$ cat src/rtl/mux64_4_pkg.sv
// ---------------------------------------------------------------------------
// mux64_4_pkg
// Shared constants and types for the 4-channel round-robin select block that
// steers the mux64_4_2 data mux.
//   NUM_CH  : number of requesting channels
//   SEL_W   : width of the mux select / channel index
//   state_e : arbiter FSM states
// ---------------------------------------------------------------------------
package mux64_4_pkg;

    localparam int NUM_CH = 4;
    localparam int SEL_W  = 2;

    typedef enum logic {
        ST_IDLE  = 1'b0,
        ST_GRANT = 1'b1
    } state_e;

endpackage : mux64_4_pkg

$ cat src/rtl/rr_pick4.sv
// ---------------------------------------------------------------------------
// rr_pick4
// Combinational rotating-priority search over four request bits.
// The search starts at channel ptr and proceeds ptr+1, ptr+2, ptr+3 (mod 4);
// the first set bit wins.
//   req   [3:0] in  : request vector
//   ptr   [1:0] in  : highest-priority channel for this search
//   found       out : at least one request bit is set
//   idx   [1:0] out : winning channel (equals ptr when nothing is found)
// ---------------------------------------------------------------------------
module rr_pick4
    import mux64_4_pkg::*;
(
    input  logic [NUM_CH-1:0] req,
    input  logic [SEL_W-1:0]  ptr,
    output logic              found,
    output logic [SEL_W-1:0]  idx
);

    logic [2*NUM_CH-1:0] req_dbl;
    logic [NUM_CH-1:0]   req_rot;
    logic [SEL_W-1:0]    offset;

    always_comb begin
        found   = |req;
        // Rotate so that channel ptr lands at bit 0; the lowest set bit of the
        // rotated vector is then the distance from ptr to the winner.
        req_dbl = {req, req};
        req_rot = req_dbl[ptr +: NUM_CH];
        offset  = '0;
        for (int i = NUM_CH - 1; i >= 0; i--) begin
            if (req_rot[i]) begin
                offset = SEL_W'(i);
            end
        end
        idx = ptr + offset;
    end

endmodule : rr_pick4

$ cat src/rtl/mux64_4_rr_sel.sv
// ---------------------------------------------------------------------------
// mux64_4_rr_sel
// Round-robin owner selection for a 4-channel, 64-bit data mux (mux64_4_2).
// A channel that wins arbitration owns the mux until its final transfer,
// withdrawal of its request, or reset.
//   LOCK_EN        param : 1 = hold ownership until a last-flagged transfer,
//                          0 = hand over after every transfer
//   clk            in    : clock, rising edge
//   rst            in    : asynchronous active-high reset
//   req       [3:0] in   : per-channel request (data present on y<i>)
//   last      [3:0] in   : per-channel last-beat flag (only owner's is used)
//   out_ready      in    : downstream accepts z this cycle
//   x         [1:0] out  : registered mux select
//   gnt       [3:0] out  : one-hot grant, zero when idle
//   out_valid      out   : z carries valid data this cycle
//   busy           out   : a channel currently owns the mux
//
// Handshake: a beat moves when out_valid && out_ready are both high at a
// rising clock edge. out_valid may rise or fall without waiting for
// out_ready (it simply follows the owner's request); out_ready never
// feeds out_valid.
// ---------------------------------------------------------------------------
module mux64_4_rr_sel
    import mux64_4_pkg::*;
#(
    parameter bit LOCK_EN = 1'b1
)
(
    input  logic              clk,
    input  logic              rst,
    input  logic [NUM_CH-1:0] req,
    input  logic [NUM_CH-1:0] last,
    input  logic              out_ready,
    output logic [SEL_W-1:0]  x,
    output logic [NUM_CH-1:0] gnt,
    output logic              out_valid,
    output logic              busy
);

    state_e           state_q, state_d;
    logic [SEL_W-1:0] ptr_q,   ptr_d;
    logic [SEL_W-1:0] x_q,     x_d;

    logic             owner_req;
    logic             xfer;
    logic             final_xfer;
    logic [SEL_W-1:0] x_next;
    logic [SEL_W-1:0] search_ptr;
    logic             pick_found;
    logic [SEL_W-1:0] pick_idx;

    // In GRANT the only arbitration is on a final transfer, where the new
    // pointer is x+1; searching from there leaves the current owner last.
    // In IDLE the search starts from the stored pointer.
    always_comb begin
        x_next     = x_q + SEL_W'(1);
        search_ptr = (state_q == ST_GRANT) ? x_next : ptr_q;
    end

    rr_pick4 u_pick (
        .req   (req),
        .ptr   (search_ptr),
        .found (pick_found),
        .idx   (pick_idx)
    );

    always_comb begin
        owner_req  = req[x_q];
        xfer       = (state_q == ST_GRANT) && owner_req && out_ready;
        final_xfer = xfer && (last[x_q] || !LOCK_EN);
    end

    always_ff @(posedge clk or posedge rst) begin
        if (rst) begin
            state_q <= ST_IDLE;
            ptr_q   <= '0;
            x_q     <= '0;
        end else begin
            state_q <= state_d;
            ptr_q   <= ptr_d;
            x_q     <= x_d;
        end
    end

    always_comb begin
        state_d = state_q;
        ptr_d   = ptr_q;
        x_d     = x_q;
        case (state_q)
            ST_IDLE: begin
                if (pick_found) begin
                    x_d     = pick_idx;
                    state_d = ST_GRANT;
                end
            end
            ST_GRANT: begin
                if (!owner_req) begin
                    // Owner withdrew mid-packet: release and rotate.
                    ptr_d   = x_next;
                    state_d = ST_IDLE;
                end else if (final_xfer) begin
                    ptr_d = x_next;
                    if (pick_found) begin
                        // Back-to-back handover, no idle bubble.
                        x_d = pick_idx;
                    end else begin
                        state_d = ST_IDLE;
                    end
                end
            end
            default: begin
                state_d = ST_IDLE;
            end
        endcase
    end

    // Outputs depend only on registered state, except out_valid which is
    // qualified combinationally by the owner's live request.
    always_comb begin
        x         = x_q;
        busy      = (state_q == ST_GRANT);
        gnt       = busy ? (NUM_CH'(1) << x_q) : '0;
        out_valid = busy && req[x_q];
    end

endmodule : mux64_4_rr_sel

$ cat config.mk
export PLATFORM = sky130hd
export DESIGN_NAME = mux64_4_rr_sel
export DESIGN_NICKNAME = d
export VERILOG_FILES = /design/src/rtl/mux64_4_pkg.sv /design/src/rtl/rr_pick4.sv /design/src/rtl/mux64_4_rr_sel.sv
export SDC_FILE = /design/constraint.sdc
export NUM_CORES = 1
export LEC_CHECK = 0
export ABC_AREA = 1
export BUFFER_PORTS_ARGS = -buffer_cell sky130_fd_sc_hd__buf_2
export CORE_MARGIN = 4
export CORE_UTILIZATION = 45
export DETAILED_ROUTE_END_ITERATION = 16
export HOLD_SLACK_MARGIN = 0.06
export PLACE_DENSITY = 0.71
export SYNTH_ARGS = -nofsm -noshare
export SYNTH_HDL_FRONTEND = slang
export SYNTH_HIERARCHICAL = 1
export SYNTH_SLANG_ARGS = --single-unit
$ cat constraint.sdc
create_clock -name clk -period 2.64 [get_ports clk]
set_input_delay 0.528 -clock clk [delete_from_list [all_inputs] [get_ports clk]]
set_output_delay 0.528 -clock clk [all_outputs]
set_load 0.1 [all_outputs]
==> metrics.txt <==
total number of vias=about 720; synth-to-layout area growth=23.7%; list of most frequent post-synthesis cells=41 x nand2_1, 16 x inv_1, 14 x nand3_1; hpwl dp=1230 um; Die H=between 40 and 50 um; Syn Area/Cell=just over 6 um2; status=complete, no violations; Post-CTS Setup Bufs=0; largest fanout on the critical path=7; Synth area leaders=nand2_1 23%, dfrtp_1 19%, nand3_1 11%; vias in the first global route=636; clk sinks=5; crit-path most repeated cell=nand2_1; clock latency on the worst-skew pair=240 ps; Slew HR=between 60% and 70%; fin. max-slew vios=0; CP Capture Type=flop; kind of critical path=reg2reg; EDFF count, synth=0; syn nets=124; cell row count=13; setup violators final=0; Initial DRC Count=18; worst path required time=2770 ps; total track usage=16.2%; post-synthesis cell count=108; worst min-delay path category=in2async; CTS tree=done; count leader, synth=nand2_1; WHS=roughly 180 ps; CTS clock-pin slew for the worst setup and hold paths=50 ps; utilization after layout=61.3%; post-route ant nets=0; post-synthesis sequential area ratio=about a fifth; # DRC=0; Avg Vias per Cell=4.88; Initial Util=49.5%; Critical Path, Cell by Cell=inv_1, ha_1, nand2_1, nand2_1, inv_2, nand3_1, nand2_1, nand3_1, a21boi_1, ha_1, xor2_1, inv_1, nand3_1, nand2_1, nand2_1, nand2_1; Top Family by Delay on Critical Path=simple AND/OR/NAND/NOR gates; startpoint types=flop; sum of buffers and inverters on the critical path=3; Max Cap Viol=0; gp weighted congestion=0.788; post-synth top area cell=nand2_1; Final Critical Period=roughly 2400 ps; Ys Warns=6; CP peak stage delay=460 ps; DR WL/cell=around 10 um; DRT Pass-1 Iters=4; post-synthesis cell type count=18; Synth Register Bits=5; final worst-path cycle share=92.4%; Worst Clk Skew=3.60 ps; CP arrival=2570 ps; CTS Buf Count=3; n_diodes=0; Detailed Route WL=1530 um; # hold bufs at CTS=0; initial antenna violation count=0; Die Footprint=0.00215 mm2; Final nets=about 150; maximum clock path buffer count=2; IO Port Bufs=18; asr flop ratio synth=100%; Synth Cell Area=661 um2; share of the synthesized area in the top cell type=a little under a quarter; Primary FF master, synth=dfrtp_1; fmax=410 MHz; first-pass GRT wire length=about 2600 um; DIE WIDTH=46.3 um; final hold vios=0; Root Buffer=clkbuf_4; Filler cells=138; post-CTS resize count=0; worst-margin pin slew=523 ps; largest net degree at the start of global routing=12; Congestion Overflow GR=0; Crit-path slowest cell=dfrtp_2; H-tree levels=1; core area=0.00133 mm2; proportion of layout cells with a drive suffix above 1=34.8%; Top Ports=19
-- final timing paths --
path                                from       end  slack, ps  cells past startpoint
min in group clk                ptr_q[0]  ptr_q[0]        480                      2
max in group asynchronous            rst      x[1]       2270                      2
worst min register to register  ptr_q[0]  ptr_q[0]        480                      2
worst min-delay path                 rst  ptr_q[0]        180                      2
worst max register to register      x[1]      x[1]        200                     16
worst max-delay path                x[1]      x[1]        200                     16
-- routing by layer --
layer  global-route usage [%]  vias up  routed length [um]
met3                     3.52        2                 101
li1                         -      381                   -
met4                     5.11        0                  18
met2                     26.4       26                 695
met5                        0        -                   0
met1                     21.0      308                 712
-- logic make-up after synthesis --
family / share of synthesized area [%]
AO/OA/AOI/OAI: 6.44
XOR/XNOR: 1.33
adder cells (fa/ha/maj): 9.47
buffers and inverters: 13.6
flip-flops: 18.9
AND/OR/NAND/NOR: 50.2
-- layout make-up --
cell class / count / area [um2] / share of cell area [%]
Multi-Input combinational cell: 80 / 448 / 54.8
Sequential cell: 5 / 129 / 15.8
Timing Repair Buffer: 21 / 113 / 13.8
Inverter: 22 / 82.6 / 10.1
Clock buffer: 4 / 26.3 / 3.22
Tap cell: 15 / 18.8 / 2.30
-- stage by stage --
step                TNS, ps  area, um2  setup WS [ps]  std cells
floorplan                 0        667           82.3        108
global placement          0        768            258        140
finish                    0        817            200        147
CTS                       0        795            187        144
global route          -1.23        817          -1.23        147
detailed placement        0        768            196        140
-- cell usage in the layout, fill, tap and decap left out --
cell type  instances
o21ai_1            1
ha_1               5
xor2_1             1
a21boi_1           1
inv_2              6
nor2_2             1
dfrtp_2            3
o22ai_1            1
buf_4              3
nand2_2            5
nand2_1           41
dfrtp_1            2
o21bai_4           1
nand2_4            1
or4_1              1
clkbuf_1           1
clkbuf_4           3
a21oi_1            1
nand3_1           14
nand3_2            5
inv_1             16
nor2_1             1
buf_2             18
-- state kept, by name (all words and copies together) (netlist names) --
| name | flops |
|---|---|
| ptr_q | 2 |
| x | 2 |
| busy | 1 |
-- worst register-to-register path, stage by stage, from the launching register on --
cell and delay [ps]:
dfrtp_2 460, inv_1 170, ha_1 280, nand2_1 70
nand2_1 170, inv_2 140, nand3_1 80, nand2_1 110
nand3_1 80, a21boi_1 140, ha_1 170, xor2_1 180
inv_1 60, nand3_1 70, nand2_1 50, nand2_1 60
nand2_1 40
Power is not shown: default switching activity piles up to over one toggle a cycle in this logic, so the estimate is an artifact.
